**config.mk**
```make
export PLATFORM = sky130hd
export DESIGN_NAME = pipelined_cla_adder
export DESIGN_NICKNAME = d
export VERILOG_FILES = /design/src/rtl/pipelined_cla_adder_pkg.sv /design/src/rtl/cla_half_adder_slice.sv /design/src/rtl/pipelined_cla_adder.sv
export SDC_FILE = /design/constraint.sdc
export NUM_CORES = 1
export LEC_CHECK = 0
export BUFFER_PORTS_ARGS = -buffer_cell sky130_fd_sc_hd__buf_2
export CAP_MARGIN = 0
export CORE_MARGIN = 3
export CORE_UTILIZATION = 40
export DETAILED_ROUTE_END_ITERATION = 8
export PLACE_DENSITY = 0.67
export SKIP_CTS_REPAIR_TIMING = 1
export SLEW_MARGIN = 10
export SYNTH_ARGS = -nofsm -noshare
export SYNTH_HDL_FRONTEND = slang
export SYNTH_HIERARCHICAL = 1
export SYNTH_SLANG_ARGS = --single-unit
```
**constraint.sdc**
```tcl
create_clock -name clk -period 2.8 [get_ports clk]
set_clock_uncertainty 0.2 [all_clocks]
set_input_delay 0.14 -clock clk [delete_from_list [all_inputs] [get_ports clk]]
set_output_delay 0.14 -clock clk [all_outputs]
set_load 0.01 [all_outputs]
```
**src/rtl/pipelined_cla_adder_pkg.sv**
```systemverilog
// ---------------------------------------------------------------------------
// pipelined_cla_adder_pkg
// Shared constants for the pipelined carry-lookahead adder:
//   DEFAULT_WIDTH - default operand/result width (legal: 8..64, multiple of 8)
//   GROUP_SIZE    - bits per generate/propagate lookahead group
//   alu_op_e      - encoding of the 'sub' operation select
// ---------------------------------------------------------------------------
package pipelined_cla_adder_pkg;

    localparam int DEFAULT_WIDTH = 32;
    localparam int GROUP_SIZE    = 4;

    typedef enum logic {
        OP_ADD = 1'b0,
        OP_SUB = 1'b1
    } alu_op_e;

endpackage : pipelined_cla_adder_pkg

```
**src/rtl/cla_half_adder_slice.sv**
```systemverilog
// ---------------------------------------------------------------------------
// cla_half_adder_slice
// Purely combinational carry-lookahead adder over HW bits built from 4-bit
// generate/propagate groups. Inside a group every carry is a flattened
// lookahead expression; the group carries chain group G/P terms.
// Ports:
//   a, b   : HW-bit addends
//   c_in   : carry into bit 0
//   sum    : HW-bit sum
//   c_out  : carry out of bit HW-1
// HW must be a multiple of GROUP_SIZE.
// ---------------------------------------------------------------------------
module cla_half_adder_slice
    import pipelined_cla_adder_pkg::*;
#(
    parameter int HW = DEFAULT_WIDTH / 2
) (
    input  logic [HW-1:0] a,
    input  logic [HW-1:0] b,
    input  logic          c_in,
    output logic [HW-1:0] sum,
    output logic          c_out
);

    localparam int NG = HW / GROUP_SIZE;

    // Carry into each group; c_grp[NG] is the slice carry-out.
    logic [NG:0] c_grp;

    assign c_grp[0] = c_in;

    generate
        for (genvar gi = 0; gi < NG; gi++) begin : g_group
            logic [GROUP_SIZE-1:0] gg;
            logic [GROUP_SIZE-1:0] pp;
            logic [GROUP_SIZE-1:0] cc;
            logic                  grp_g;
            logic                  grp_p;

            assign gg = a[gi*GROUP_SIZE +: GROUP_SIZE] & b[gi*GROUP_SIZE +: GROUP_SIZE];
            assign pp = a[gi*GROUP_SIZE +: GROUP_SIZE] ^ b[gi*GROUP_SIZE +: GROUP_SIZE];

            // Bit carries written as two-level lookahead from the group carry-in.
            assign cc[0] = c_grp[gi];
            assign cc[1] = gg[0] | (pp[0] & c_grp[gi]);
            assign cc[2] = gg[1] | (pp[1] & gg[0]) | (pp[1] & pp[0] & c_grp[gi]);
            assign cc[3] = gg[2] | (pp[2] & gg[1]) | (pp[2] & pp[1] & gg[0])
                         | (pp[2] & pp[1] & pp[0] & c_grp[gi]);

            assign grp_g = gg[3] | (pp[3] & gg[2]) | (pp[3] & pp[2] & gg[1])
                         | (pp[3] & pp[2] & pp[1] & gg[0]);
            assign grp_p = &pp;

            assign sum[gi*GROUP_SIZE +: GROUP_SIZE] = pp ^ cc;
            assign c_grp[gi+1] = grp_g | (grp_p & c_grp[gi]);
        end
    endgenerate

    assign c_out = c_grp[NG];

endmodule : cla_half_adder_slice

```
**src/rtl/pipelined_cla_adder.sv**
```systemverilog
// ---------------------------------------------------------------------------
// pipelined_cla_adder
// Two-stage pipelined add/subtract with valid/ready handshakes on both sides.
//   Stage 1: low half sum + mid carry (subtract = A + ~B + 1).
//   Stage 2: high half sum from the registered mid carry, plus flags.
// Ports:
//   clk, rst           : clock, asynchronous active-high reset
//   in_valid/in_ready  : operand handshake; a, b, sub (0 add, 1 sub)
//   out_valid/out_ready: result handshake
//   sum, c_out, ovf, zero, neg : registered result and flags
// WIDTH: multiple of 8 in 8..64, so each half is a whole number of groups.
// ---------------------------------------------------------------------------
module pipelined_cla_adder
    import pipelined_cla_adder_pkg::*;
#(
    parameter int WIDTH = DEFAULT_WIDTH
) (
    input  logic             clk,
    input  logic             rst,
    input  logic             in_valid,
    output logic             in_ready,
    input  logic [WIDTH-1:0] a,
    input  logic [WIDTH-1:0] b,
    input  logic             sub,
    output logic             out_valid,
    input  logic             out_ready,
    output logic [WIDTH-1:0] sum,
    output logic             c_out,
    output logic             ovf,
    output logic             zero,
    output logic             neg
);

    localparam int HW = WIDTH / 2;

    logic advance1;
    logic advance2;

    // ---------------- stage 1 ----------------
    logic [WIDTH-1:0] b_eff_d;
    logic [HW-1:0]    lo_sum_d;
    logic             mid_c_d;

    logic             s1_valid_q;
    logic [HW-1:0]    s1_lo_sum_q;
    logic             s1_mid_c_q;
    logic [HW-1:0]    s1_a_hi_q;
    logic [HW-1:0]    s1_b_hi_q;

    assign b_eff_d = (sub == OP_SUB) ? ~b : b;

    cla_half_adder_slice #(.HW(HW)) u_lo_slice (
        .a     (a[HW-1:0]),
        .b     (b_eff_d[HW-1:0]),
        .c_in  (sub),
        .sum   (lo_sum_d),
        .c_out (mid_c_d)
    );

    // ---------------- stage 2 ----------------
    logic [HW-1:0]    hi_sum_d;
    logic             c_out_d;
    logic [WIDTH-1:0] sum_d;
    logic             ovf_d;
    logic             zero_d;
    logic             neg_d;

    logic             out_valid_q;
    logic [WIDTH-1:0] sum_q;
    logic             c_out_q;
    logic             ovf_q;
    logic             zero_q;
    logic             neg_q;

    cla_half_adder_slice #(.HW(HW)) u_hi_slice (
        .a     (s1_a_hi_q),
        .b     (s1_b_hi_q),
        .c_in  (s1_mid_c_q),
        .sum   (hi_sum_d),
        .c_out (c_out_d)
    );

    assign sum_d  = {hi_sum_d, s1_lo_sum_q};
    // The registered high halves carry the MSBs of a and b_eff.
    assign ovf_d  = (s1_a_hi_q[HW-1] == s1_b_hi_q[HW-1]) && (hi_sum_d[HW-1] != s1_a_hi_q[HW-1]);
    assign zero_d = (sum_d == '0);
    assign neg_d  = hi_sum_d[HW-1];

    // ---------------- flow control ----------------
    // Stage 2 may load when empty or being drained; stage 1 may load when
    // empty or when its contents move on to stage 2 on the same edge.
    assign advance2 = !out_valid_q || out_ready;
    assign advance1 = !s1_valid_q || advance2;
    assign in_ready = advance1;

    always_ff @(posedge clk or posedge rst) begin
        if (rst) begin
            s1_valid_q  <= 1'b0;
            s1_lo_sum_q <= '0;
            s1_mid_c_q  <= 1'b0;
            s1_a_hi_q   <= '0;
            s1_b_hi_q   <= '0;
        end else if (advance1) begin
            s1_valid_q <= in_valid;
            // Data only loads on a real transfer; a bubble just clears valid.
            if (in_valid) begin
                s1_lo_sum_q <= lo_sum_d;
                s1_mid_c_q  <= mid_c_d;
                s1_a_hi_q   <= a[WIDTH-1:HW];
                s1_b_hi_q   <= b_eff_d[WIDTH-1:HW];
            end
        end
    end

    always_ff @(posedge clk or posedge rst) begin
        if (rst) begin
            out_valid_q <= 1'b0;
            sum_q       <= '0;
            c_out_q     <= 1'b0;
            ovf_q       <= 1'b0;
            zero_q      <= 1'b0;
            neg_q       <= 1'b0;
        end else if (advance2) begin
            out_valid_q <= s1_valid_q;
            if (s1_valid_q) begin
                sum_q   <= sum_d;
                c_out_q <= c_out_d;
                ovf_q   <= ovf_d;
                zero_q  <= zero_d;
                neg_q   <= neg_d;
            end
        end
    end

    assign out_valid = out_valid_q;
    assign sum       = sum_q;
    assign c_out     = c_out_q;
    assign ovf       = ovf_q;
    assign zero      = zero_q;
    assign neg       = neg_q;

endmodule : pipelined_cla_adder
```
==> out/summary.txt, run 1 <==
Run status - finished, violations left
Failing checks - negative hold slack, negative setup slack
Die ar. - 14400 um2
Port bufs - 106
Seq/Total Area, Yosys - 41.5%
Synth Register Bits - 86
Num CTS Buffers - 9
Final core occ - 54.2%
Post-Syn Nets - 520
Critical Path RT - 2.85 ns
Count leader, synth - dfrtp_1
Clock Latency Late Sink - 0.34 ns
Ports - 107
Count of flip-flops with a built-in enable after synthesis - 0
Max incr delay on CP - 0.38 ns
Root buffer cell - clkbuf_16
GR Overflow Total - 0
Tot Pwr - 5.46 mW
Post-Synthesis Cells - 411
Hold Path Depth - 3
Buf/Inv on CP - 1
Critical Path End Type - register
TritonCTS clock tree - built
Top cells by area, synth - dfrtp_1 (42%), mux2_2 (16%), ha_1 (7.7%)
CP Cell Sequence - ha_1 -> a21oi_2 -> a2bb2oi_4 -> buf_4 -> nand2_1 -> fa_1 -> xor2_1 -> nor4_1 -> nand4_1 -> o31ai_2
Drt drc - 0
Period utilization - 103%
Core footprint - 12300 um2
Worst slew margin - 40.0%
Final wirelength - 11500 um
Worst hold path class - primary input to register
ANT cells - 0
Longest Clk Path Bufs - 2
Final Hold Fails - 4
Final slew viol count - 0
Initial antenna violation count - 0
Layout cells sized above 1 - 47.1%
Asr flop ratio synth - 100%
Slowest CP cell - dfrtp_1
Worst hold slack - -0.00843 ns
FMAX - 346 MHz
H-tree Lvls - 3
Routability cong. - 0.894
Crit start category - register
Synth warn - 6
Final ANT Viol Nets - 0
Final std cells w/o fill - 741
Yosys cell types - 51
Total number of vias - 3624
Leakage Power - 3.13 nW
Die Y - 120 um
Clk pin slew, worst setup/hold paths - 0.06 ns
Post-synth top area cell - dfrtp_1
Pre-antenna DRT Iters - 4
Largest delay share family, worst path - adder cells
Area growth syn-to-layout - 28.8%
Share of the synthesized area in the top cell type - 41.5%
Worst Max-Slew Pin Slew - 0.896 ns
Number of global-route vias before repair - 3707
Nets - 677
# rows - 40
Clk sink count - 86
First-pass GRT wire length - 18400 um
Minimum clock period - 2.89 ns
Largest net degree at the start of global routing - 50
Drt wl/cell - 15.5 um
FF-to-FF path depth - 10
RSZ-0062 raised after global routing - yes
Max-Cap Viols - 0
Placed insts - 703
Vias/cell - 4.89
Mean Syn Cell Area - 12.6 um2
Fin Setup TNS - -0.0958 ns
Top post-synthesis cells by count - dfrtp_1 (86), mux2_2 (73), xor2_1 (40)
Final worst slack - -0.0910 ns
Critical Path Stages - 10
Worst Setup Path Type - register to register
Post-synthesis cell area - 5180 um2
VDD IR max - 0.000319 V
Top_reg_cell synth - dfrtp_1
Initial Util - 42.1%
Crit path max fanout - 2
CP arrival - 2.94 ns
Setup violators final - 2
Pwr dens - 817 nW/um2
DP HPWL - 8550 um
Die W - 120 um
Initial DRC Count - 166
Tot GR Track Use - 16.0%
==> through the flow <==
step                worst slack [ns]  instance area [um2]  hold slack (ns)
CTS                           -0.180                 6350           -0.461
floorplan                    -0.0303                 5210           0.0484
global route                  -0.236                 6680          0.00364
finish                       -0.0910                 6680         -0.00843
detailed placement            -0.153                 6060          -0.0967
global placement             -0.0428                 6060           -0.104
==> power breakdown <==
part / internal [mW] / switching [mW]
Sequential: 1.68 / 0.304
Clock: 0.692 / 0.501
Combinational: 1.21 / 1.07
Total: 3.58 / 1.88
==> worst register-to-register path, cell delays in order (launching register included) <==
cell and delay, ns:
dfrtp_1 0.38, ha_1 0.31, a21oi_2 0.21, a2bb2oi_4 0.18
buf_4 0.14, nand2_1 0.06, fa_1 0.38, xor2_1 0.19
nor4_1 0.36, nand4_1 0.17, o31ai_2 0.22
==> final timing paths <==
path | start | endpoint | slack (ns)
worst max register to register | s1_a_hi_q[0] | zero | -0.09
worst max-delay path | s1_a_hi_q[0] | zero | -0.09
worst min register to register | sum[30] | sum[30] | 0.31
min in group asynchronous | rst | s1_b_hi_q[14] | 0.09
max in group asynchronous | rst | s1_a_hi_q[1] | 1.62
worst min-delay path | b[18] | s1_b_hi_q[2] | -0.008
==> sequential cells by signal, indices dropped and copies added, names as in the netlist, 16 cells and up <==
signal       count
s1_a_hi_q       16
s1_b_hi_q       16
s1_lo_sum_q     16
sum             32
==> cells in the final DEF, fill, tap and decap left out, drive strengths merged, types with 2 or more instances in the layout <==
master,netlist,final
dlygate4sd3,0,19
nor3b,2,2
o2111ai,2,2
clkbuf,2,9
xor2,40,40
a21o,10,10
inv,17,17
or4b,2,2
nand3,2,2
fa,8,8
a21oi,12,12
a31oi,2,2
nor3,2,2
mux2,83,83
nand3b,3,3
o211ai,2,2
clkinv,0,4
clkinvlp,0,2
nand2b,6,6
a2bb2oi,2,2
ha,32,32
nor2b,6,6
a211oi,2,2
buf,12,141
o221ai,2,2
mux2i,4,4
nor2,14,14
o21ai,2,2
o21a,4,4
nand4,4,4
xnor2,12,12
dfrtp,86,86
nand2,14,14
nor4,10,10
a31o,2,2
==> logic make-up (layout without fill, tap and decap cells) <==
logic type	count (synthesis)	count (layout)	synth area share, %
multiplexers	87	87	19.5
flip-flops	86	86	41.5
AND/OR/NAND/NOR	67	67	7.41
XOR/XNOR	52	52	8.79
AO/OA/AOI/OAI	48	48	8.09
adder cells (fa/ha/maj)	40	40	10.8
buffers and inverters	31	193	3.84
==> metal layers <==
layer	share of wire, %	track usage [%]
met2	49	26.7
met1	45	20.7
met3	3.9	2.92
met4	1.7	6.23
met5	0	0
==> area by class of cell <==
cell class	count	area, um2
tap	168	210
multi-input combinational	294	2940
sequential	86	2150
fill	1106	5640
clock inverter	7	72.6
timing repair buffer	160	1010
clock buffer	9	225
inverter	17	65.1
Note: power is estimated with default switching activity, not from simulation.
==> inputs of run 2 (changes only) <==
==> constraint.sdc (replaced) <==
create_clock -name clk -period 2.8 [get_ports clk]
set_clock_uncertainty 0.2 [all_clocks]
set_input_delay 0.56 -clock clk [delete_from_list [all_inputs] [get_ports clk]]
set_output_delay 0.56 -clock clk [all_outputs]
set_load 0.01 [all_outputs]
==> run 2 against run 1 <==
Net effect: the flow finishes with violations (negative setup slack); clock-buffer cell count unchanged; clock power shrank 6%; cell area is 0.94% lower; non-clock buffer count is the same; core utilization decreased by 0.51 points; setup slack gained 0.051 ns; global-route usage down 0.13 points; cell count did not move; first-iteration DRC count up 6.6%; routed wire length down 3.1%; critical path depth unchanged; largest cell class unchanged.
==> out/summary.txt, run 2 (synthesis gave the netlist of run 1 again) <==
Area growth syn-to-layout - 27.6%
Clock Latency Late Sink - 0.33 ns (about the same)
P_int - 3.54 mW (-0.97%)
Most common cell after layout, fill and taps aside - buf_2
Run status - finished, violations left
Final wirelength - 11100 um (-3.1%)
Routability cong. - 0.875 (-2.2%)
Highest-count cells in the layout ignoring fill and taps - buf_2 (105), dfrtp_1 (86), mux2_2 (71)
Nets - 677 (unchanged)
Final slew viol count - 0 (unchanged)
Core footprint - 12300 um2 (unchanged)
Minimum clock period - 2.84 ns (-0.0506 ns)
RSZ-0062 raised after global routing - yes
Die ar. - 14400 um2 (unchanged)
Initial Util - 42.1% (unchanged)
CP arrival - 2.88 ns (-0.06 ns)
Layout cells sized above 1 - 50.8% (+3.7 points)
Longest Clk Path Bufs - 2 (unchanged)
Final Hold Fails - 0 (-4)
Max incr delay on CP - 0.47 ns (+0.09 ns)
Ports - 107 (unchanged)
Register share of total power - 36.5% (+0.2 points)
Crit start category - register
Final core occ - 53.7% (-0.51 points)
Met2 routed WL - 5110 um (-9.3%)
Clock network fraction of total power - 20.6% (-1.3 points)
# rows - 40 (unchanged)
Placed insts - 724 (+3.0%)
Failing checks - negative setup slack
VDD IR max - 0.000418 V (+31%)
Worst Max-Slew Pin Slew - 0.530 ns (-0.366 ns)
ANT cells - 0 (unchanged)
WL met3 - 513 um (+13%)
Drt wl/cell - 15.0 um (-3.1%)
Uppermost routed layer - met4
Wl on met1 - 5380 um (+3.2%)
Vias/cell - 4.87 (-0.39%)
Max reg flops - 32 (unchanged)
Final std cells w/o fill - 741 (unchanged)
Largest net degree at the start of global routing - 36 (-28%)
Initial DRC Count - 177 (+6.6%)
Final ANT Viol Nets - 0 (unchanged)
Pwr dens - 822 nW/um2 (+0.61%)
Sw frac - 34.9% (+0.42 points)
Period utilization - 101% (-1.8 points)
Num CTS Buffers - 9 (unchanged)
Leakage Power - 3.14 nW (+0.38%)
Tot GR Track Use - 15.9% (-0.13 points)
Total number of vias - 3610 (-0.39%)
Max-Cap Viols - 0 (unchanged)
TritonCTS clock tree - built
Clk pin slew, worst setup/hold paths - 0.07 ns (about the same)
Pre-antenna DRT Iters - 4 (unchanged)
FMAX - 352 MHz (+1.8%)
Crit path max fanout - 3 (+1)
Clk sink count - 86 (unchanged)
Root buffer cell - clkbuf_16
Die W - 120 um (unchanged)
DP HPWL - 8720 um (+1.9%)
Worst slew margin - 64.6% (+25 points)
Initial antenna violation count - 0 (unchanged)
Worst reg-to-reg setup slack - -0.04 ns (+0.05 ns)
Fin Setup TNS - -0.0404 ns (+0.0554 ns)
GR Overflow Total - 0 (unchanged)
Critical Path RT - 2.84 ns (about the same)
CP Cell Sequence - ha_4 -> nand3_1 -> a2bb2oi_2 -> buf_4 -> a211oi_4 -> nand2b_1 -> fa_2 -> nor4_2 -> nand4_1 -> o31ai_1
Worst hold path class - primary input to asynchronous set/reset pin
Worst Setup Path Type - register to register
Combinational fraction of design power - 42.9% (+1.1 points)
Final worst slack - -0.0404 ns (+0.0506 ns)
Slowest CP cell - fa_2
Drt drc - 0 (unchanged)
NetSw - 1.90 mW (+0.88%)
Critical Path End Type - register
Tot Pwr - 5.44 mW (-0.33%)
H-tree Lvls - 3 (unchanged)
Setup violators final - 1 (-1)
First-pass GRT wire length - 18300 um (-0.45%)
Die Y - 120 um (unchanged)
Port bufs - 106 (unchanged)
Number of global-route vias before repair - 3757 (+1.3%)
run 2: cell count changes in the layout (fill, tap and decap cells not counted), sizes merged:
cell         before  now
buf             141  160
clkinvlp          2    3
bufinv            1    0
dlygate4sd3      19    0
inv              17   20
clkinv            4    1
run 2: final timing paths:
check,start,end,cells past startpoint
worst max-delay path,s1_b_hi_q[2],zero,10
worst min-delay path,rst,ovf,2
worst max register to register,s1_b_hi_q[2],zero,10
worst min register to register,sum[30],sum[30],1
max in group asynchronous,rst,s1_b_hi_q[10],3
min in group clk,a[29],s1_a_hi_q[13],2
run 2: through the flow:
| step | worst slack [ns] | hold WS, ns | area, um2 |
|---|---|---|---|
| CTS | -0.212 | 0.0703 | 6530 |
| global route | -0.191 | 0.103 | 6610 |
| finish | -0.0404 | 0.0640 | 6610 |
| detailed placement | -0.393 | 0.293 | 6250 |
| floorplan | -0.447 | 0.284 | 5240 |
| global placement | -0.316 | 0.285 | 6250 |
run 2: cell type report:
class | count | area [um2]
inverters | 17 | 67.6
clock inverters | 7 | 55.1
fillers | 1082 | 5700
clock buffers | 9 | 225
flip-flops and latches | 86 | 2150
well taps | 168 | 210
multi-input cells | 294 | 2930
repair buffers | 160 | 976
run 2: worst max-delay path, delay by kind of cell, from the launching register on:
kind / cells / cell delay [ns]
buffers and inverters: 1 / 0.14
and+or+nand+nor: 4 / 0.60
AOI/OAI and AO/OA: 3 / 0.63
adders and majority gates: 2 / 0.77
DFF: 1 / 0.42
run 2: power by group through the flow:
stage	clock network, mW	registers, mW	logic, mW
after global placement	0	1.98	2.20
after floorplan	0	2.03	1.35
after detailed placement	0	2.00	2.26
final	1.12	1.98	2.33
after CTS	1.16	1.98	2.28
after global routing	1.21	2.04	2.57
run 2: routing by layer:
metal,vias to the layer above,GRT usage [%]
met4,0,4.51
met5,-,0
met1,1735,22.2
li1,1779,-
met2,87,25.0
met3,9,3.30
==> inputs of run 3 (changes only) <==
Settings changed: PLACE_DENSITY 0.67 to 0.64.
==> run 3 against run 2 <==
Net effect: the run now ends clean; setup slack better by 0.046 ns; die area is the same; first-iteration DRC count fell by 24%; cell area increased by 2.9%; register-to-register slack better by 0.05 ns; fmax increased by 1.7%; power is 6.7% higher; via count grew 0.44%; core utilization grew 1.6 points.
==> out/summary.txt, run 3 (synthesis gave the netlist of run 1 again) <==
DP HPWL - 8890 um (+2.0%)
Die ar. - 14400 um2 (unchanged)
Largest net degree at the start of global routing - 38 (+5.6%)
Placed cell area - 6250 um2 (unchanged)
Max-Cap Viols - 0 (unchanged)
Final slew viol count - 0 (unchanged)
Max reg flops - 32 (unchanged)
Multi-input gate area - 3030 um2 (+3.5%)
Clk sink count - 86 (unchanged)
Worst reg-to-reg setup slack - 0.006 ns (+0.05 ns)
Most common cell after layout, fill and taps aside - buf_2
Routability cong. - 0.840 (-4.0%)
Ports - 107 (unchanged)
FMAX - 358 MHz (+1.7%)
Core footprint - 12300 um2 (unchanged)
Drt drc - 0 (unchanged)
Longest Clk Path Bufs - 2 (unchanged)
Crit path max fanout - 3 (unchanged)
CP arrival - 2.85 ns (-0.03 ns)
Nets - 679 (+0.30%)
FF+latch area - 2150 um2 (unchanged)
Worst hold path class - primary input to asynchronous set/reset pin
Number of global-route vias before repair - 3896 (+3.7%)
Fillers - 1073 (-0.83%)
Minimum clock period - 2.79 ns (-0.0462 ns)
Final Hold Fails - 0 (unchanged)
ANT cells - 0 (unchanged)
Vias/cell - 4.88 (+0.17%)
Critical Path End Type - register
Reg2reg end - zero
RSZ-0062 raised after global routing - yes
Worst Max-Slew Pin Slew - 0.464 ns (-0.0662 ns)
Fin area - 6810 um2 (+2.9%)
Die Y - 120 um (unchanged)
Clock Latency Late Sink - 0.34 ns (about the same)
H-tree Lvls - 3 (unchanged)
Final core occ - 55.3% (+1.6 points)
First-pass GRT wire length - 19000 um (+3.9%)
Run status - finished clean
TritonCTS clock tree - built
Fin Setup TNS - 0 ns (+0.0404 ns)
Area growth syn-to-layout - 31.4%
Period utilization - 99.8% (-1.7 points)
Leakage Power - 3.20 nW (+2.0%)
Setup violators final - 0 (-1)
Layout cells sized above 1 - 52.2% (+1.4 points)
GR Overflow Total - 0 (unchanged)
Tot GR Track Use - 16.6% (+0.70 points)
Tot Pwr - 5.80 mW (+6.7%)
Root buffer cell - clkbuf_16
FF-to-FF path depth - 9 (-1)
Critical Path RT - 2.85 ns (about the same)
Crit start category - register
Drt wl/cell - 15.3 um (+2.1%)
Pwr dens - 852 nW/um2 (+3.6%)
Initial antenna violation count - 0 (unchanged)
Final ANT Viol Nets - 0 (unchanged)
Total number of vias - 3626 (+0.44%)
Clk pin slew, worst setup/hold paths - 0.06 ns (about the same)
Worst Setup SP - s1_b_hi_q[1]
Die W - 120 um (unchanged)
Num CTS Buffers - 9 (unchanged)
Initial Util - 42.1% (unchanged)
Worst Setup Path Type - register to register
Initial DRC Count - 134 (-24%)
Final wirelength - 11400 um (+2.4%)
# rows - 40 (unchanged)
Pre-antenna DRT Iters - 4 (unchanged)
VDD IR max - 0.000361 V (-14%)
Worst R2R Start - s1_b_hi_q[1]
Highest-count cells in the layout ignoring fill and taps - buf_2 (105), dfrtp_1 (86), mux2_2 (70)
Worst slew margin - 68.6% (+4.0 points)
Port bufs - 106 (unchanged)
run 3: worst max path at each step:
stage / to / slack [ns] / cells past startpoint
global route: zero / -0.20 / 11
finish: zero / 0.006 / 9
CTS: zero / -0.22 / 10
detailed placement: s1_lo_sum_q[13] / -0.37 / 10
floorplan: s1_lo_sum_q[13] / -0.45 / 12
global placement: s1_lo_sum_q[13] / -0.30 / 10
run 3: through the flow:
step / worst slack (ns) / hold slack [ns] / instances
final: 0.00585 / 0.0237 / 743
after detailed placement: -0.374 / 0.289 / 724
after CTS: -0.224 / 0.0261 / 740
after floorplan: -0.447 / 0.284 / 411
after global routing: -0.199 / 0.0385 / 743
after global placement: -0.296 / 0.289 / 724
run 3: worst max-delay path, cell delays in order, from the launching register on:
cell	delay [ns]
dfrtp_1	0.39
ha_1	0.32
nand3_2	0.11
a2bb2oi_4	0.19
a211oi_2	0.29
nand2b_1	0.16
fa_1	0.45
nor4_2	0.27
nand4_1	0.14
o31ai_2	0.19
run 3: final cells by class:
class / count / share of cell area, %
clock buffers: 9 / 3.31
clock inverters: 7 / 1.78
multi-input cells: 294 / 44.5
inverters: 17 / 0.992
repair buffers: 162 / 14.7
flip-flops and latches: 86 / 31.6
well taps: 168 / 3.09
run 3: routing by layer:
| layer | wire length (um) | part of all wire, % | vias up | global-route usage [%] |
|---|---|---|---|---|
| li1 | - | - | 1782 | - |
| met1 | 5140 | 45 | 1746 | 21.6 |
| met2 | 5630 | 49 | 86 | 27.7 |
| met3 | 478 | 4.2 | 12 | 3.53 |
| met4 | 152 | 1.3 | 0 | 5.15 |
| met5 | 0 | 0 | - | 0 |
run 3: report_power, final:
part | internal, mW | switching [mW]
logic | 1.32 | 1.12
clock network | 0.874 | 0.505
registers | 1.68 | 0.305
